===== src/rtl/sar_avg_pkg.sv =====
// Shared constants for the SAR sample averager: default code width,
// accumulator width helper and FSM state encoding.
package sar_avg_pkg;

  localparam int unsigned DATA_W_DEFAULT = 16;

  localparam logic [0:0] ST_ACCUM = 1'b0;
  localparam logic [0:0] ST_PUSH  = 1'b1;

  function automatic int unsigned acc_w(input int unsigned d, input int unsigned l);
    return d + l;
  endfunction

endpackage


===== src/rtl/sar_avg_fifo.sv =====
// Synchronous first-word-fall-through FIFO for window averages.
// A push on full succeeds when a pop happens in the same cycle.
module sar_avg_fifo #(
  parameter int unsigned WIDTH = 16,
  parameter int unsigned DEPTH = 4
) (
  input  logic                     clk,
  input  logic                     reset,
  input  logic                     push,
  input  logic [WIDTH-1:0]         din,
  input  logic                     pop,
  output logic [WIDTH-1:0]         dout,
  output logic                     full,
  output logic                     empty,
  output logic [$clog2(DEPTH):0]   level
);

  localparam int unsigned AW = $clog2(DEPTH);

  logic [WIDTH-1:0] mem [DEPTH];
  logic [AW-1:0]    wr_ptr;
  logic [AW-1:0]    rd_ptr;
  logic [AW:0]      count;
  logic             do_push;
  logic             do_pop;

  always_comb begin
    full    = (count == (AW+1)'(DEPTH));
    empty   = (count == '0);
    level   = count;
    do_pop  = pop && !empty;
    do_push = push && (!full || do_pop);
    dout    = empty ? '0 : mem[rd_ptr];
  end

  always_ff @(posedge clk) begin
    if (do_push) mem[wr_ptr] <= din;
  end

  always_ff @(posedge clk) begin
    if (reset) begin
      wr_ptr <= '0;
      rd_ptr <= '0;
      count  <= '0;
    end else begin
      if (do_push) wr_ptr <= wr_ptr + AW'(1);
      if (do_pop)  rd_ptr <= rd_ptr + AW'(1);
      case ({do_push, do_pop})
        2'b10:   count <= count + (AW+1)'(1);
        2'b01:   count <= count - (AW+1)'(1);
        default: count <= count;
      endcase
    end
  end

endmodule


===== src/rtl/sar_sample_averager.sv =====
// Boxcar averager over 2^LOG2_N SAR codes with a result FIFO.
// Define SAR_AVG_MINMAX_EN to add per-window win_min/win_max ports.
module sar_sample_averager
  import sar_avg_pkg::*;
#(
  parameter int unsigned DATA_W     = DATA_W_DEFAULT,
  parameter int unsigned LOG2_N     = 3,
  parameter int unsigned FIFO_DEPTH = 4
) (
  input  logic                          clk,
  input  logic                          reset,
  input  logic [DATA_W-1:0]             sample_in,
  input  logic                          sample_valid,
  input  logic                          clear,
  output logic [DATA_W-1:0]             avg_out,
  output logic                          avg_valid,
  input  logic                          avg_ready,
  output logic                          overflow,
`ifdef SAR_AVG_MINMAX_EN
  output logic [$clog2(FIFO_DEPTH):0]   fill_level,
  output logic [DATA_W-1:0]             win_min,
  output logic [DATA_W-1:0]             win_max
`else
  output logic [$clog2(FIFO_DEPTH):0]   fill_level
`endif
);

  localparam int unsigned ACC_W = acc_w(DATA_W, LOG2_N);
  localparam int unsigned CNT_W = (LOG2_N > 0) ? LOG2_N : 1;
  localparam logic [CNT_W-1:0] CNT_LAST = CNT_W'((1 << LOG2_N) - 1);

  logic [0:0]        state;
  logic [ACC_W-1:0]  acc;
  logic [ACC_W-1:0]  acc_next;
  logic [ACC_W-1:0]  sum_q;
  logic [CNT_W-1:0]  cnt;
  logic [DATA_W-1:0] avg_push;
  logic              push;
  logic              fifo_full;
  logic              fifo_empty;

  always_comb begin
    acc_next  = acc + ACC_W'(sample_in);
    avg_push  = DATA_W'(sum_q >> LOG2_N);
    // A clear in the PUSH cycle aborts the write, so the window is lost.
    push      = (state == ST_PUSH) && !clear;
    avg_valid = !fifo_empty;
  end

  always_ff @(posedge clk) begin
    if (reset) begin
      state    <= ST_ACCUM;
      acc      <= '0;
      cnt      <= '0;
      sum_q    <= '0;
      overflow <= 1'b0;
    end else begin
      if (push && fifo_full && !avg_ready) overflow <= 1'b1;
      if (clear) begin
        state <= ST_ACCUM;
        acc   <= '0;
        cnt   <= '0;
      end else begin
        // PUSH lasts one cycle but still accepts sample 0 of the next window.
        state <= ST_ACCUM;
        if (sample_valid) begin
          if (cnt == CNT_LAST) begin
            sum_q <= acc_next;
            acc   <= '0;
            cnt   <= '0;
            state <= ST_PUSH;
          end else begin
            acc <= acc_next;
            cnt <= cnt + CNT_W'(1);
          end
        end
      end
    end
  end

  sar_avg_fifo #(
    .WIDTH (DATA_W),
    .DEPTH (FIFO_DEPTH)
  ) u_fifo (
    .clk   (clk),
    .reset (reset),
    .push  (push),
    .din   (avg_push),
    .pop   (avg_ready),
    .dout  (avg_out),
    .full  (fifo_full),
    .empty (fifo_empty),
    .level (fill_level)
  );

`ifdef SAR_AVG_MINMAX_EN
  logic [DATA_W-1:0] run_min;
  logic [DATA_W-1:0] run_max;

  always_ff @(posedge clk) begin
    if (reset) begin
      run_min <= '1;
      run_max <= '0;
      win_min <= '1;
      win_max <= '0;
    end else if (clear) begin
      run_min <= '1;
      run_max <= '0;
    end else if (push) begin
      // Trackers restart with the next window's first sample if it lands now.
      win_min <= run_min;
      win_max <= run_max;
      run_min <= sample_valid ? sample_in : '1;
      run_max <= sample_valid ? sample_in : '0;
    end else if (sample_valid) begin
      if (sample_in < run_min) run_min <= sample_in;
      if (sample_in > run_max) run_max <= sample_in;
    end
  end
`endif

endmodule


===== config.mk =====
export PLATFORM = sky130hd
export DESIGN_NAME = sar_sample_averager
export DESIGN_NICKNAME = d
export VERILOG_FILES = /design/src/rtl/sar_avg_pkg.sv /design/src/rtl/sar_avg_fifo.sv /design/src/rtl/sar_sample_averager.sv
export SDC_FILE = /design/constraint.sdc
export NUM_CORES = 1
export LEC_CHECK = 0
export CAP_MARGIN = 20
export CORE_UTILIZATION = 58
export CTS_CLUSTER_SIZE = 28
export DETAILED_ROUTE_END_ITERATION = 6
export PLACE_DENSITY = 0.85
export RECOVER_POWER = 25
export REMOVE_ABC_BUFFERS = 1
export SETUP_SLACK_MARGIN = 0.15
export SYNTH_ARGS = -nofsm -noshare
export SYNTH_HDL_FRONTEND = slang
export SYNTH_SLANG_ARGS = --single-unit

===== constraint.sdc =====
create_clock -name clk -period 3.1 [get_ports clk]
set_clock_uncertainty 0.2 [all_clocks]
set_input_delay 0.62 -clock clk [delete_from_list [all_inputs] [get_ports clk]]
set_output_delay 0.62 -clock clk [all_outputs]
set_load 0.05 [all_outputs]

==> flow_summary.json <==
{
  "status": "finished clean",
  "drtIter0Drc": 306,
  "slew_headroom_pct": 42.2,
  "crit_path_max_fanout": 9,
  "layout_common_cells": "64 x edfxtp_1, 49 x dfxtp_1, 38 x buf_4",
  "clk_pin_slew_ps": 60,
  "drv_cap": 0,
  "drcViolationCount": 0,
  "start_kind": "flip-flop",
  "start_util_pct": 60.6,
  "crit_family": "flip-flops",
  "cts_hold_buf": 0,
  "hold_viol": 0,
  "routed.top_layer": "met4",
  "worstRegToRegCells": 9,
  "synth-seq-cells": 113,
  "holdWs_ps": 280,
  "wl_um": 11800,
  "end_kind": "output pin",
  "layoutNonFillerInstCount": 630,
  "grt_max_degree": 37,
  "grt_pass1_wl_um": 19000,
  "drive_gt1_share_pct": 19.5,
  "synth.avg_cell_area_um2": 11.9,
  "clock.fmax_ghz": 0.350,
  "grt_pass1_vias": 3812,
  "synth.distinct_cells": 66,
  "clock-sinks": 113,
  "antenna_found_initial": 0,
  "power.leakage_nw": 2.31,
  "finalCriticalPeriod_ps": 2860,
  "dp_cells": 598,
  "fp.coreArea_um2": 8850,
  "hp-class": "reg -> reg",
  "numCtsBuffers": 17,
  "rrSetupSlack_ps": 610,
  "ir_worst_vdd_mv": 0.461,
  "period_share_pct": 92.2,
  "fin_tns_setup_ps": 0,
  "wl_per_cell_um": 18.7,
  "ant_nets": 0,
  "crit_cells": 4,
  "rr_endpoint": "sum_q[18]$_SDFFE_PP0P_",
  "dieArea_um2": 9640,
  "netlist_instances": 450,
  "post-route-worst-setup-slack_ps": 243,
  "fin_util_pct": 73.6,
  "cts_htree_levels": 4,
  "die_w_um": 98.2,
  "setup_viol": 0,
  "wl_met1_um": 4910,
  "fill_cells": 576,
  "dp_hpwl_um": 7830,
  "worstMarginPinSlew_ps": 866,
  "slowest_stage": "dfxtp_1",
  "min-delay-start": "acc[6]$_SDFFE_PP0P_",
  "die_y_um": 98.2,
  "ys_seq_area_share_pct": 54.1,
  "viasPerCell": 6.13,
  "wl_met2_um": 6080,
  "io_pins": 42,
  "syn_to_final_growth_pct": 21.4,
  "post_cts_buffers": 0,
  "timing.critical_path.arrival_ps": 2040,
  "crit_top_cell": "buf_4",
  "path_cells": "buf_4 -> mux4_2 -> and2_1 -> buf_4",
  "dp_slack_ps": -97.7,
  "placed_area_um2": 5940,
  "reg2reg_from": "acc[0]$_SDFFE_PP0P_",
  "antenna_cells": 0,
  "yosysWarnings": 0,
  "root_buffer": "clkbuf_8",
  "insertion_delay_ps": 520,
  "syn_area_um2": 5370,
  "dr.pass1.iters": 7,
  "clockBufferDepth": 2,
  "worst-path-buf-inv": 2,
  "rsz0062_at_grt": "no",
  "nets": 554,
  "gr-total-overflow": 0,
  "wl_met3_um": 566,
  "powerDensity_nw_per_um2": 818,
  "final_common_cell": "edfxtp_1",
  "slowest_delay_ps": 600,
  "track_usage_pct": 26.1,
  "endpoint": "avg_out[3]",
  "slew_violations": 0,
  "synth_top_flop_cell": "edfxtp_1",
  "core.rowCount": 34,
  "fin_area_um2": 6510,
  "crit_type": "reg -> out",
  "port_buffers": 41,
  "cts_tree": "built",
  "synth_edf_count": 64,
  "place.gp.congestion": 0.864,
  "routed-via-count": 3859,
  "synthArstFlopShare_pct": 0,
  "required_ps": 2280,
  "total_power_mw": 5.33
}
[synth_stat cells (8+ instances only)]
cell | n | share of area [%]
edfxtp_1 | 64 | 36
dfxtp_1 | 49 | 18
nor2_1 | 30 | 2.1
nand2_1 | 24 | 1.7
nand3_1 | 24 | 2.2
ha_1 | 22 | 5.1
a21oi_1 | 21 | 2.0
and2_1 | 21 | 2.4
clkbuf_1 | 16 | 1.1
mux4_2 | 16 | 6.7
o21ai_0 | 13 | 1.2
inv_1 | 12 | 0.84
nand3b_1 | 11 | 1.5
a21o_1 | 10 | 1.4
or3_1 | 8 | 0.93
[logic make-up (layout without fill, tap and decap cells)]
group	after synthesis	after routing	synth area share [%]
AND/OR/NAND/NOR	152	152	15.2
AO/OA/AOI/OAI	93	93	12.7
buffers and inverters	37	109	2.89
adder cells (fa/ha/maj)	24	24	5.88
XOR/XNOR	12	12	1.96
flip-flops	113	113	54.1
multiplexers	19	19	7.27
[final cells by class]
cell class | count | area (µm²) | area share (%)
sequential | 113 | 2900 | 44.6
multi-input combinational | 300 | 2310 | 35.4
timing repair buffer | 64 | 546 | 8.37
clock buffer | 17 | 414 | 6.36
clock inverter | 15 | 159 | 2.44
tap | 108 | 135 | 2.07
inverter | 13 | 48.8 | 0.749
[worst min path at each step]
stage,endpoint,slack [ps],cells after the start
after global placement,acc[6]$_SDFFE_PP0P_,250,2
after floorplan,acc[6]$_SDFFE_PP0P_,240,2
final,acc[6]$_SDFFE_PP0P_,280,2
after CTS,acc[6]$_SDFFE_PP0P_,280,2
after detailed placement,acc[6]$_SDFFE_PP0P_,270,2
after global routing,acc[6]$_SDFFE_PP0P_,320,2
[registers in the layout, indices dropped and copies added (netlist names), named ones only]
register,cells
acc,19
state,1
u_fifo.rd_ptr,2
sum_q,16
u_fifo.wr_ptr,2
u_fifo.mem,64
u_fifo.level,3
cnt,3
overflow,1
[layer usage]
metal  vias to the layer above  GRT usage [%]
met3                        25           5.73
met2                       128           45.4
met4                         0           11.5
li1                       1823              -
met5                         -              0
met1                      1883           31.1
[power breakdown]
| part | leakage [nW] | switching, mW | total, mW | internal (mW) |
|---|---|---|---|---|
| clock network | 0.266 | 0.723 | 1.87 | 1.15 |
| logic | 1.13 | 1.18 | 1.82 | 0.643 |
| registers | 0.913 | 0.0361 | 1.64 | 1.60 |
[worst register-to-register path, stage by stage (launching register included)]
cell      delay [ps]
dfxtp_1          330
ha_1             170
inv_1             60
fa_1             380
nor2b_1          200
o211ai_2         130
a21o_1           260
a21o_1           240
a211oi_1         290
o31a_1           160
[what timing repair did]
action                                  in CTS  in global routing
endpoints found under the setup margin       1                  1
gates resized for setup                      1                  1
gates cloned                                 0                  0
(Power assumes the default switching activity.)
